==> src/rtl/calc1_pkg.sv <==
// rtl/calc1_pkg.sv - shared calc1 command/response codes, bus widths and requester state encoding
package calc1_pkg;

    localparam int CMD_W  = 4;
    localparam int DATA_W = 32;
    localparam int RESP_W = 2;

    localparam logic [CMD_W-1:0] CMD_NOP = 4'd0;
    localparam logic [CMD_W-1:0] CMD_ADD = 4'd1;
    localparam logic [CMD_W-1:0] CMD_SUB = 4'd2;
    localparam logic [CMD_W-1:0] CMD_SHL = 4'd5;
    localparam logic [CMD_W-1:0] CMD_SHR = 4'd6;

    localparam logic [RESP_W-1:0] RESP_NONE = 2'd0;
    localparam logic [RESP_W-1:0] RESP_OK   = 2'd1;
    localparam logic [RESP_W-1:0] RESP_OVF  = 2'd2;
    localparam logic [RESP_W-1:0] RESP_INV  = 2'd3;

    typedef enum logic [2:0] {
        ST_IDLE      = 3'd0,
        ST_SEND1     = 3'd1,
        ST_SEND2     = 3'd2,
        ST_WAIT_RESP = 3'd3,
        ST_DONE      = 3'd4
    } state_e;

endpackage

==> src/rtl/calc1_port_requester_if.sv <==
// rtl/calc1_port_requester_if.sv - client handshake plus calc1 port signals of one requester
interface calc1_port_requester_if;
    import calc1_pkg::*;

    logic              cmd_valid;
    logic              cmd_ready;
    logic [CMD_W-1:0]  cmd_op;
    logic [DATA_W-1:0] cmd_op1;
    logic [DATA_W-1:0] cmd_op2;

    logic [CMD_W-1:0]  req_cmd_out;
    logic [DATA_W-1:0] req_data_out;
    logic [RESP_W-1:0] out_resp;
    logic [DATA_W-1:0] out_data;

    logic              rsp_valid;
    logic              rsp_ready;
    logic [RESP_W-1:0] rsp_resp;
    logic [DATA_W-1:0] rsp_data;
    logic              rsp_timeout;
    logic              spurious_resp;

    // Requester side
    modport slave (
        input  cmd_valid, cmd_op, cmd_op1, cmd_op2,
        input  out_resp, out_data,
        input  rsp_ready,
        output cmd_ready,
        output req_cmd_out, req_data_out,
        output rsp_valid, rsp_resp, rsp_data, rsp_timeout, spurious_resp
    );

    // Client and calc1 side
    modport master (
        output cmd_valid, cmd_op, cmd_op1, cmd_op2,
        output out_resp, out_data,
        output rsp_ready,
        input  cmd_ready,
        input  req_cmd_out, req_data_out,
        input  rsp_valid, rsp_resp, rsp_data, rsp_timeout, spurious_resp
    );

endinterface

==> src/rtl/calc1_port_requester.sv <==
// rtl/calc1_port_requester.sv - serialises one client operation onto a calc1 port and returns its response
module calc1_port_requester
    import calc1_pkg::*;
#(
    parameter int TIMEOUT_CYCLES = 64,
    parameter int CNT_W          = 10
) (
    input  logic                   c_clk,
    input  logic                   reset,
    calc1_port_requester_if.slave  bus
);

    localparam logic [CNT_W-1:0] TMO_LAST = CNT_W'(TIMEOUT_CYCLES - 1);

    state_e            state_q,       state_d;
    logic [CNT_W-1:0]  cnt_q,         cnt_d;
    logic [DATA_W-1:0] op2_q,         op2_d;
    logic [CMD_W-1:0]  req_cmd_q,     req_cmd_d;
    logic [DATA_W-1:0] req_data_q,    req_data_d;
    logic [RESP_W-1:0] rsp_resp_q,    rsp_resp_d;
    logic [DATA_W-1:0] rsp_data_q,    rsp_data_d;
    logic              rsp_timeout_q, rsp_timeout_d;
    logic              spurious_q,    spurious_d;

    always_ff @(posedge c_clk or negedge reset) begin
        if (!reset) begin
            state_q       <= ST_IDLE;
            cnt_q         <= '0;
            op2_q         <= '0;
            req_cmd_q     <= CMD_NOP;
            req_data_q    <= '0;
            rsp_resp_q    <= RESP_NONE;
            rsp_data_q    <= '0;
            rsp_timeout_q <= 1'b0;
            spurious_q    <= 1'b0;
        end else begin
            state_q       <= state_d;
            cnt_q         <= cnt_d;
            op2_q         <= op2_d;
            req_cmd_q     <= req_cmd_d;
            req_data_q    <= req_data_d;
            rsp_resp_q    <= rsp_resp_d;
            rsp_data_q    <= rsp_data_d;
            rsp_timeout_q <= rsp_timeout_d;
            spurious_q    <= spurious_d;
        end
    end

    always_comb begin
        state_d       = state_q;
        cnt_d         = cnt_q;
        op2_d         = op2_q;
        req_cmd_d     = req_cmd_q;
        req_data_d    = req_data_q;
        rsp_resp_d    = rsp_resp_q;
        rsp_data_d    = rsp_data_q;
        rsp_timeout_d = rsp_timeout_q;
        spurious_d    = spurious_q;

        // Any response outside the wait window is not ours (e.g. left over from before a reset)
        if ((state_q != ST_WAIT_RESP) && (bus.out_resp != RESP_NONE)) begin
            spurious_d = 1'b1;
        end

        case (state_q)
            ST_IDLE: begin
                if (bus.cmd_valid) begin
                    req_cmd_d  = bus.cmd_op;
                    req_data_d = bus.cmd_op1;
                    op2_d      = bus.cmd_op2;
                    state_d    = ST_SEND1;
                end
            end
            ST_SEND1: begin
                req_cmd_d  = CMD_NOP;
                req_data_d = op2_q;
                state_d    = ST_SEND2;
            end
            ST_SEND2: begin
                req_cmd_d  = CMD_NOP;
                req_data_d = '0;
                cnt_d      = '0;
                state_d    = ST_WAIT_RESP;
            end
            ST_WAIT_RESP: begin
                cnt_d = cnt_q + CNT_W'(1);
                // A real response beats the timeout when both land on the same cycle
                if (bus.out_resp != RESP_NONE) begin
                    rsp_resp_d    = bus.out_resp;
                    rsp_data_d    = bus.out_data;
                    rsp_timeout_d = 1'b0;
                    state_d       = ST_DONE;
                end else if (cnt_q == TMO_LAST) begin
                    rsp_resp_d    = RESP_NONE;
                    rsp_data_d    = '0;
                    rsp_timeout_d = 1'b1;
                    state_d       = ST_DONE;
                end
            end
            ST_DONE: begin
                if (bus.rsp_ready) begin
                    state_d = ST_IDLE;
                end
            end
            default: begin
                state_d = ST_IDLE;
            end
        endcase
    end

    assign bus.cmd_ready     = (state_q == ST_IDLE);
    assign bus.rsp_valid     = (state_q == ST_DONE);
    assign bus.req_cmd_out   = req_cmd_q;
    assign bus.req_data_out  = req_data_q;
    assign bus.rsp_resp      = rsp_resp_q;
    assign bus.rsp_data      = rsp_data_q;
    assign bus.rsp_timeout   = rsp_timeout_q;
    assign bus.spurious_resp = spurious_q;

endmodule

==> src/flat_wrapper.sv <==
// flat-port wrapper written by rule: the top's interface ports become plain ports
module calc1_port_requester_flat import calc1_pkg::*;
#(
    parameter int TIMEOUT_CYCLES = 64,
    parameter int CNT_W          = 10
)
  (c_clk, reset, bus_cmd_valid, bus_cmd_op, bus_cmd_op1, bus_cmd_op2, bus_out_resp, bus_out_data, bus_rsp_ready, bus_cmd_ready, bus_req_cmd_out, bus_req_data_out, bus_rsp_valid, bus_rsp_resp, bus_rsp_data, bus_rsp_timeout, bus_spurious_resp);
  calc1_port_requester_if bus_i ();
  input  logic c_clk;
  input  logic reset;
  input wire logic [$bits(bus_i.cmd_valid)-1:0] bus_cmd_valid;
  input wire logic [$bits(bus_i.cmd_op)-1:0] bus_cmd_op;
  input wire logic [$bits(bus_i.cmd_op1)-1:0] bus_cmd_op1;
  input wire logic [$bits(bus_i.cmd_op2)-1:0] bus_cmd_op2;
  input wire logic [$bits(bus_i.out_resp)-1:0] bus_out_resp;
  input wire logic [$bits(bus_i.out_data)-1:0] bus_out_data;
  input wire logic [$bits(bus_i.rsp_ready)-1:0] bus_rsp_ready;
  output wire logic [$bits(bus_i.cmd_ready)-1:0] bus_cmd_ready;
  output wire logic [$bits(bus_i.req_cmd_out)-1:0] bus_req_cmd_out;
  output wire logic [$bits(bus_i.req_data_out)-1:0] bus_req_data_out;
  output wire logic [$bits(bus_i.rsp_valid)-1:0] bus_rsp_valid;
  output wire logic [$bits(bus_i.rsp_resp)-1:0] bus_rsp_resp;
  output wire logic [$bits(bus_i.rsp_data)-1:0] bus_rsp_data;
  output wire logic [$bits(bus_i.rsp_timeout)-1:0] bus_rsp_timeout;
  output wire logic [$bits(bus_i.spurious_resp)-1:0] bus_spurious_resp;
  assign bus_i.cmd_valid = bus_cmd_valid;
  assign bus_i.cmd_op = bus_cmd_op;
  assign bus_i.cmd_op1 = bus_cmd_op1;
  assign bus_i.cmd_op2 = bus_cmd_op2;
  assign bus_i.out_resp = bus_out_resp;
  assign bus_i.out_data = bus_out_data;
  assign bus_i.rsp_ready = bus_rsp_ready;
  assign bus_cmd_ready = bus_i.cmd_ready;
  assign bus_req_cmd_out = bus_i.req_cmd_out;
  assign bus_req_data_out = bus_i.req_data_out;
  assign bus_rsp_valid = bus_i.rsp_valid;
  assign bus_rsp_resp = bus_i.rsp_resp;
  assign bus_rsp_data = bus_i.rsp_data;
  assign bus_rsp_timeout = bus_i.rsp_timeout;
  assign bus_spurious_resp = bus_i.spurious_resp;
  calc1_port_requester #(.TIMEOUT_CYCLES(TIMEOUT_CYCLES), .CNT_W(CNT_W)) u_core (.c_clk(c_clk), .reset(reset), .bus(bus_i));
endmodule
==> config.mk <==
export PLATFORM = sky130hd
export DESIGN_NAME = calc1_port_requester_flat
export DESIGN_NICKNAME = d
export VERILOG_FILES = /design/src/rtl/calc1_pkg.sv /design/src/rtl/calc1_port_requester_if.sv /design/src/rtl/calc1_port_requester.sv /design/src/flat_wrapper.sv
export SDC_FILE = /design/constraint.sdc
export NUM_CORES = 1
export LEC_CHECK = 0
export BUFFER_PORTS_ARGS = -buffer_cell sky130_fd_sc_hd__buf_2
export CORE_MARGIN = 8
export CORE_UTILIZATION = 28
export CTS_BUF_LIST = sky130_fd_sc_hd__clkbuf_16
export CTS_CLUSTER_SIZE = 8
export DETAILED_ROUTE_END_ITERATION = 8
export HOLD_SLACK_MARGIN = 0.03
export SLEW_MARGIN = 20
export SYNTH_ARGS = -nofsm -noshare
export SYNTH_HDL_FRONTEND = slang
export SYNTH_SLANG_ARGS = --single-unit
==> constraint.sdc <==
create_clock -name c_clk -period 4.5 [get_ports c_clk]
set_input_delay 0.9 -clock c_clk [delete_from_list [all_inputs] [get_ports c_clk]]
set_output_delay 0.9 -clock c_clk [all_outputs]
set_load 0.01 [all_outputs]
==> results of run 1 <==
[registers in the layout, indices dropped and copies added, names as in the netlist]
| register | cells |
|---|---|
| u_core.cnt_q | 10 |
| u_core.bus.rsp_resp | 2 |
| u_core.bus.req_data_out | 32 |
| u_core.state_q | 3 |
| u_core.op2_q | 32 |
| u_core.bus.rsp_data | 32 |
| u_core.bus.rsp_timeout | 1 |
| u_core.bus.spurious_resp | 1 |
| u_core.bus.req_cmd_out | 4 |
[power groups by stage]
stage                     sequential [W]  combinational [W]  clock [W]
after floorplan                  0.00195            0.00123          0
after global routing             0.00193            0.00233    0.00139
final                            0.00187            0.00211    0.00131
after global placement           0.00188            0.00209          0
after CTS                        0.00187            0.00214    0.00134
after detailed placement         0.00187            0.00214          0
[path summary, 6_finish.rpt]
kind | cells after the start | slack, ns | from | end
setup / recovery | 3 | 1.94 | u_core.state_q[2]$_DFFE_PN0P_ | bus_rsp_valid
hold / removal | 1 | 0.32 | reset | u_core.bus.spurious_resp$_DFFE_PN0P_
setup reg to reg | 3 | 2.18 | u_core.state_q[0]$_DFFE_PN0P_ | u_core.op2_q[27]$_DFFE_PN0P_
hold reg to reg | 1 | 0.46 | u_core.bus.spurious_resp$_DFFE_PN0P_ | u_core.bus.spurious_resp$_DFFE_PN0P_
max in group asynchronous | 2 | 3.32 | reset | u_core.cnt_q[1]$_DFFE_PN0P_
min in group c_clk | 1 | 0.46 | u_core.bus.spurious_resp$_DFFE_PN0P_ | u_core.bus.spurious_resp$_DFFE_PN0P_
[area by class of cell]
type,count,area [um^2],area share [%]
Sequential cell,117,2928,43.24
Clock inverter,15,145.1,2.143
Antenna cell,1,2.502,0.03695
Inverter,5,18.77,0.2772
Tap cell,229,286.5,4.231
Multi-Input combinational cell,297,1972,29.12
Clock buffer,17,425.4,6.282
Timing Repair Buffer,190,993.5,14.67
[worst register-to-register path, delay by kind of cell, from the launching register on]
kind | cells | cell delay, ns
and+or+nand+nor | 2 | 1.13
DFF | 1 | 0.61
muxes | 1 | 0.45
[synthesized netlist by cell type]
master / count / area share [%]
dfrtp_1: 117 / 58
o21ai_0: 68 / 6.7
nand2_1: 42 / 3.1
a21oi_1: 36 / 3.5
a31oi_1: 32 / 3.9
mux2_2: 32 / 7.1
o2bb2ai_1: 32 / 5.5
clkbuf_1: 26 / 1.9
buf_2: 17 / 1.7
a22o_1: 6 / 1.0
inv_1: 5 / 0.37
nand3_1: 5 / 0.49
nor2_1: 4 / 0.30
mux2i_1: 3 / 0.59
nor3b_1: 3 / 0.44
o311ai_0: 3 / 0.52
o31ai_1: 3 / 0.44
or4_1: 3 / 0.44
a32o_1: 2 / 0.39
nand2b_1: 2 / 0.25
nand3b_1: 2 / 0.30
o211ai_1: 2 / 0.30
o21bai_1: 2 / 0.30
or4_4: 2 / 0.44
a211o_1: 1 / 0.17
and2_0: 1 / 0.12
and2_1: 1 / 0.12
and3b_1: 1 / 0.17
ha_1: 1 / 0.25
nand3b_2: 1 / 0.22
nand4_1: 1 / 0.12
nor3_1: 1 / 0.098
nor4_1: 1 / 0.12
nor4_4: 1 / 0.42
or2_2: 1 / 0.12
or3_1: 1 / 0.12
xnor2_1: 1 / 0.17
[cell families (layout without fill, tap and decap cells)]
logic type / after synthesis / count (layout) / synth area share (%)
multiplexers: 35 / 35 / 7.687
buffers and inverters: 48 / 227 / 3.966
adder cells (fa/ha/maj): 1 / 1 / 0.2463
AND/OR/NAND/NOR: 73 / 73 / 7.416
other: 0 / 1 / 0
XOR/XNOR: 1 / 1 / 0.1725
flip-flops: 117 / 117 / 57.65
AO/OA/AOI/OAI: 187 / 187 / 22.86
[layer usage]
metal,vias up,part of all wire [%]
li1,2038,-
met1,2118,42
met2,106,52
met3,24,4.0
met4,0,2.5
met5,-,0
[per-stage QoR]
stage,setup slack [ns],cells,utilization (%)
6_report,1.937,871,37.82
4_1_cts,1.911,870,37.81
5_1_grt,1.823,871,37.82
3_3_place_gp,2.133,838,34.62
3_5_place_dp,2.109,838,34.62
2_1_floorplan,2.528,462,-
[layout by cell type (no fill, tap or decap), types with 2 or more instances in the layout]
master      count
clkbuf_16      17
inv_1           6
nand2b_1        2
mux2_2         32
o31ai_1         3
a21oi_1        35
nand3_1         5
buf_4          11
o2bb2ai_1      32
or4_4           2
nand2_1        42
o21bai_1        2
buf_2         178
o311ai_0        3
clkinvlp_4      2
nor3b_1         2
a22o_1          6
nor2_2          2
mux2i_1         3
dfrtp_1       117
a32o_1          2
clkinv_1        7
o21ai_0        68
a31oi_1        32
clkinv_2        2
nand3b_1        2
or4_1           3
bufinv_16       3
o211ai_1        2
nor2_1          2
==> results.ini, run 1 <==
[worst_setup_path]
critPathSlowestCell = buf_4
max_stage_delay_ns = 0.39
cp_cell_sequence = buf_4 -> nor3b_1 -> buf_2
arrival_ns = 1.66
cp.buffers_inverters = 2
cp_data_required_time_ns = 3.60
crit_type = flip-flop to output pin
crit_path_end_kind = output pin
critPathTopFamily = buffers and inverters
crit_path_start_kind = flip-flop
crit_fanout = 44

[timing]
post-route-period-util_pct = 56.96
tns_ns = 0
max_freq_mhz = 390.2
finalHoldViolations = 0
min_period_ns = 2.563
holdWs_ns = 0.3246
rsz0062_at_grt = no
skew_ns = 0.008938
slew_headroom_pct = 35.90
setup-violations-final = 0
tightest_slew_ns = 0.9614
maxSlewViolCount = 0

[cells_and_area]
drive_above_1_share_pct = 40.09
fill_cells = 1841
nets = 735
fin_area_um2 = 6771
areaGrowthSynthToFinish_pct = 33.33

[synthesis]
yosysSeqAreaShare_pct = 57.65
synth_seq_cells = 117
syn_area_um2 = 5079
syn_inst = 462
synthDistinctLibCells = 37
syn_avg_cell_area_um2 = 10.99
yosys_warnings = 0
synth_nets = 569

[drt]
drt_iter0_markers = 307
via_per_inst = 4.921
post_drt_wl_per_cell_um = 18.32
postRouteAntennaNets = 0
drt_wl_total_um = 15960
drt_first_pass_iters = 4
drc_errors = 0
dr_total_vias = 4286

[global_route]
grt_pass1_vias = 4566
grt_max_degree = 107
top_usage_layer = met2
grt_use_met3_pct = 4.148
grt.met2_usage_pct = 24.08
grt_pass1_wl_um = 24920
grt_usage_pct = 14.22
antenna_found_initial = 1
gr-total-overflow = 0
grt_use_met1_pct = 16.25

[cts]
insertion_delay_ns = 0.41
cts-resized-gates = 0
cts_setup_buffers = 0
cts.path.max_buffers = 2
cts.reportedPaths.clkPinSlew_ns = 0.05
h-tree-depth = 4
hold_buffers = 0
cts_tree = done
clock_sinks = 117
cts_root_buf = clkbuf_16
cts_buffers = 17

[pwr]
p_switching_w = 0.002011
power-per-cell-area_nw_per_um2 = 780.2
seqPwrFrac_pct = 35.3
sw_frac_of_total_pct = 38.07
p_int_w = 0.003272
pwr-share-clk_pct = 24.8
power_w = 0.005283
pwr-share-comb_pct = 39.9
total_leakage_power_nw = 3.025
max-vdd-ir-drop_v = 0.0002884

[floorplan]
die_h_um = 150.7
ioPinCount = 180
die_w_um = 150.7
rows = 49
die_area_um2 = 22700
core_um2 = 17900
initial_core_util_pct = 28.37

[placement]
port_buffers = 179
place_hpwl_um = 10830
place_area_um2 = 6198
place_congestion = 0.7662

[outcome]
outcome = finished clean

[run]
maxCapViolations = 0

[worst_hold_path]
hold_class = input port to asynchronous set/reset pin

No activity file was read; power rests on OpenSTA's default activity.
==> inputs of run 2 (changes only) <==
==> constraint.sdc (replaced) <==
create_clock -name c_clk -period 2.1 [get_ports c_clk]
set_input_delay 0.42 -clock c_clk [delete_from_list [all_inputs] [get_ports c_clk]]
set_output_delay 0.42 -clock c_clk [all_outputs]
set_load 0.01 [all_outputs]
==> run 2 against run 1 <==
Critical path type unchanged. Sequential share of layout area is 0.96 points lower. Count of clock-buffer cells in the layout stayed put. Largest cell class unchanged. Non-clock buffer count is 12 higher. Power is 120% higher.
==> results.ini, run 2 (synthesis results as in run 1) <==
[timing]
rsz0062_at_grt = no  ; unchanged
min_period_ns = 1.985
tightest_slew_ns = 0.4355  ; was 0.9614 ns
skew_ns = 0.008280  ; was 0.008938 ns
slew_headroom_pct = 70.60  ; was 35.90%
maxSlewViolCount = 0  ; unchanged
post-route-period-util_pct = 94.54
layout_setup_ws_ns = 0.1146  ; was 1.937 ns
max_freq_mhz = 503.7
tns_ns = 0  ; unchanged
setup-violations-final = 0  ; unchanged
finalHoldViolations = 0  ; unchanged

[cells_and_area]
fill_cells = 1798  ; was 1,841
antennaDiodeCount = 0  ; was 1
areaGrowthSynthToFinish_pct = 36.36  ; was 33.33%
drive_above_1_share_pct = 41.50  ; was 40.09%
nets = 747  ; was 735
layout_commonest_cell = buf_2  ; unchanged
final_cell_mix = buf_2 (178), dfrtp_1 (117), o21ai_0 (68)  ; unchanged
final_core_util_pct = 38.68  ; was 37.82%

[drt]
postRouteAntennaNets = 0  ; unchanged
drt_iter0_markers = 247  ; was 307
drt_first_pass_iters = 4  ; unchanged
post_drt_wl_per_cell_um = 18.02  ; was 18.32 um
drt_wl_total_um = 15890  ; was 15,960 um
dr_total_vias = 4359  ; was 4,286
via_per_inst = 4.942  ; was 4.921
drc_errors = 0  ; unchanged

[worst_setup_path]
crit_path_start_kind = flip-flop  ; unchanged
reg2reg_depth = 3  ; unchanged
reg2reg_from = u_core.cnt_q[6]$_DFFE_PN0P_  ; was u_core.state_q[0]$_DFFE_PN0P_
arrival_ns = 1.57  ; was 1.66 ns
cp_data_required_time_ns = 1.68  ; was 3.60 ns
r2r_setup_slack_ns = 0.27  ; was 2.18 ns
worstReg2RegEnd = u_core.bus.rsp_resp[1]$_DFFE_PN0P_  ; was u_core.op2_q[27]$_DFFE_PN0P_
crit_fanout = 15  ; was 44
crit_type = flip-flop to output pin  ; unchanged
crit_path_end_kind = output pin  ; unchanged

[cts]
cts.reportedPaths.clkPinSlew_ns = 0.05  ; about the same
hold_buffers = 1  ; was 0
cts_tree = done  ; unchanged
h-tree-depth = 4  ; unchanged
cts.path.max_buffers = 2  ; unchanged
insertion_delay_ns = 0.40  ; was 0.41 ns
clock_sinks = 117  ; unchanged
cts_buffers = 17  ; unchanged
cts_setup_buffers = 0  ; unchanged
cts-resized-gates = 0  ; unchanged
cts_root_buf = clkbuf_16  ; unchanged

[pwr]
total_leakage_power_nw = 3.123  ; was 3.025 nW
max-vdd-ir-drop_v = 0.0007373  ; was 0.0002884 V
power-per-cell-area_nw_per_um2 = 1663  ; was 780.2 nW/um^2

[global_route]
top_usage_layer = met2  ; unchanged
grt_use_met1_pct = 17.69  ; was 16.25%
grt_pass1_vias = 4596  ; was 4,566
grt_pass1_wl_um = 25450  ; was 24,920 um
grt_usage_pct = 14.28  ; was 14.22%
grt.met2_usage_pct = 23.43  ; was 24.08%
grt_use_met3_pct = 3.306  ; was 4.148%
gr-total-overflow = 0  ; unchanged
antenna_found_initial = 0  ; was 1
grt_max_degree = 44  ; was 107

[floorplan]
die_area_um2 = 22700  ; unchanged
rows = 49  ; unchanged
core_um2 = 17900  ; unchanged
die_h_um = 150.7  ; unchanged
initial_core_util_pct = 28.37  ; unchanged
die_w_um = 150.7  ; unchanged
ioPinCount = 180  ; unchanged

[worst_hold_path]
min_path_cells = 2
min_to = u_core.bus.rsp_data[29]$_DFFE_PN0P_
min_from = bus_out_data[29]
hold_class = input port to flip-flop  ; was input port to asynchronous set/reset pin

[placement]
place_hpwl_um = 11220  ; was 10,830 um
place_congestion = 0.7707  ; was 0.7662
preCtsSetupSlack_ns = 0.2877  ; was 2.109 ns
port_buffers = 179  ; unchanged

[outcome]
outcome = finished clean  ; unchanged

[run]
maxCapViolations = 0  ; unchanged

==> run 2: worst max-delay path by stage <==
stage | slack [ns] | to | cells after the start | start
floorplan | 0.23 | u_core.op2_q[10]$_DFFE_PN0P_ | 6 | u_core.state_q[0]$_DFFE_PN0P_
global placement | 0.31 | u_core.bus.rsp_resp[0]$_DFFE_PN0P_ | 3 | u_core.cnt_q[6]$_DFFE_PN0P_
detailed placement | 0.29 | u_core.bus.rsp_resp[1]$_DFFE_PN0P_ | 3 | u_core.cnt_q[6]$_DFFE_PN0P_
CTS | 0.07 | bus_rsp_valid | 3 | u_core.state_q[0]$_DFFE_PN0P_
global route | 0.04 | bus_rsp_valid | 3 | u_core.state_q[0]$_DFFE_PN0P_
finish | 0.11 | bus_rsp_valid | 3 | u_core.state_q[0]$_DFFE_PN0P_
==> run 2: power breakdown <==
| part | switching (W) | internal [W] | leakage (nW) |
|---|---|---|---|
| Clock | 0.000975 | 0.00195 | 0.305 |
| Sequential | 0.000579 | 0.00336 | 1.43 |
| Combinational | 0.00273 | 0.00193 | 1.39 |
==> run 2: cell type report <==
class                   instances  area [um^2]  area share (%)
flip-flops and latches        117         2928           42.28
clock buffers                  17        425.4           6.143
clock inverters                15        171.4           2.475
multi-input cells             297         1972           28.47
repair buffers                202         1124           16.22
inverters                       5        18.77          0.2710
well taps                     229        286.5           4.137
==> run 2: per-layer routing <==
layer / share of wire (%) / up-vias
met1: 42 / 2164
met3: 3.6 / 27
met2: 52 / 110
met4: 2.6 / 0
met5: 0 / -
li1: - / 2058
==> run 2: through the flow <==
step	hold slack, ns	power [W]	area (um^2)	instances
2_1_floorplan	0.1244	0.006812	5079	462
3_3_place_gp	0.3468	0.008593	6319	849
3_5_place_dp	0.3462	0.008698	6319	849
4_1_cts	0.2016	0.01167	6925	882
5_1_grt	0.2081	0.01234	6925	882
6_report	0.2203	0.01152	6925	882
==> run 2: critical path, stage by stage (launching register included) <==
cell and delay, ns:
dfrtp_1 0.43, buf_4 0.22, nor3b_1 0.30, buf_2 0.21
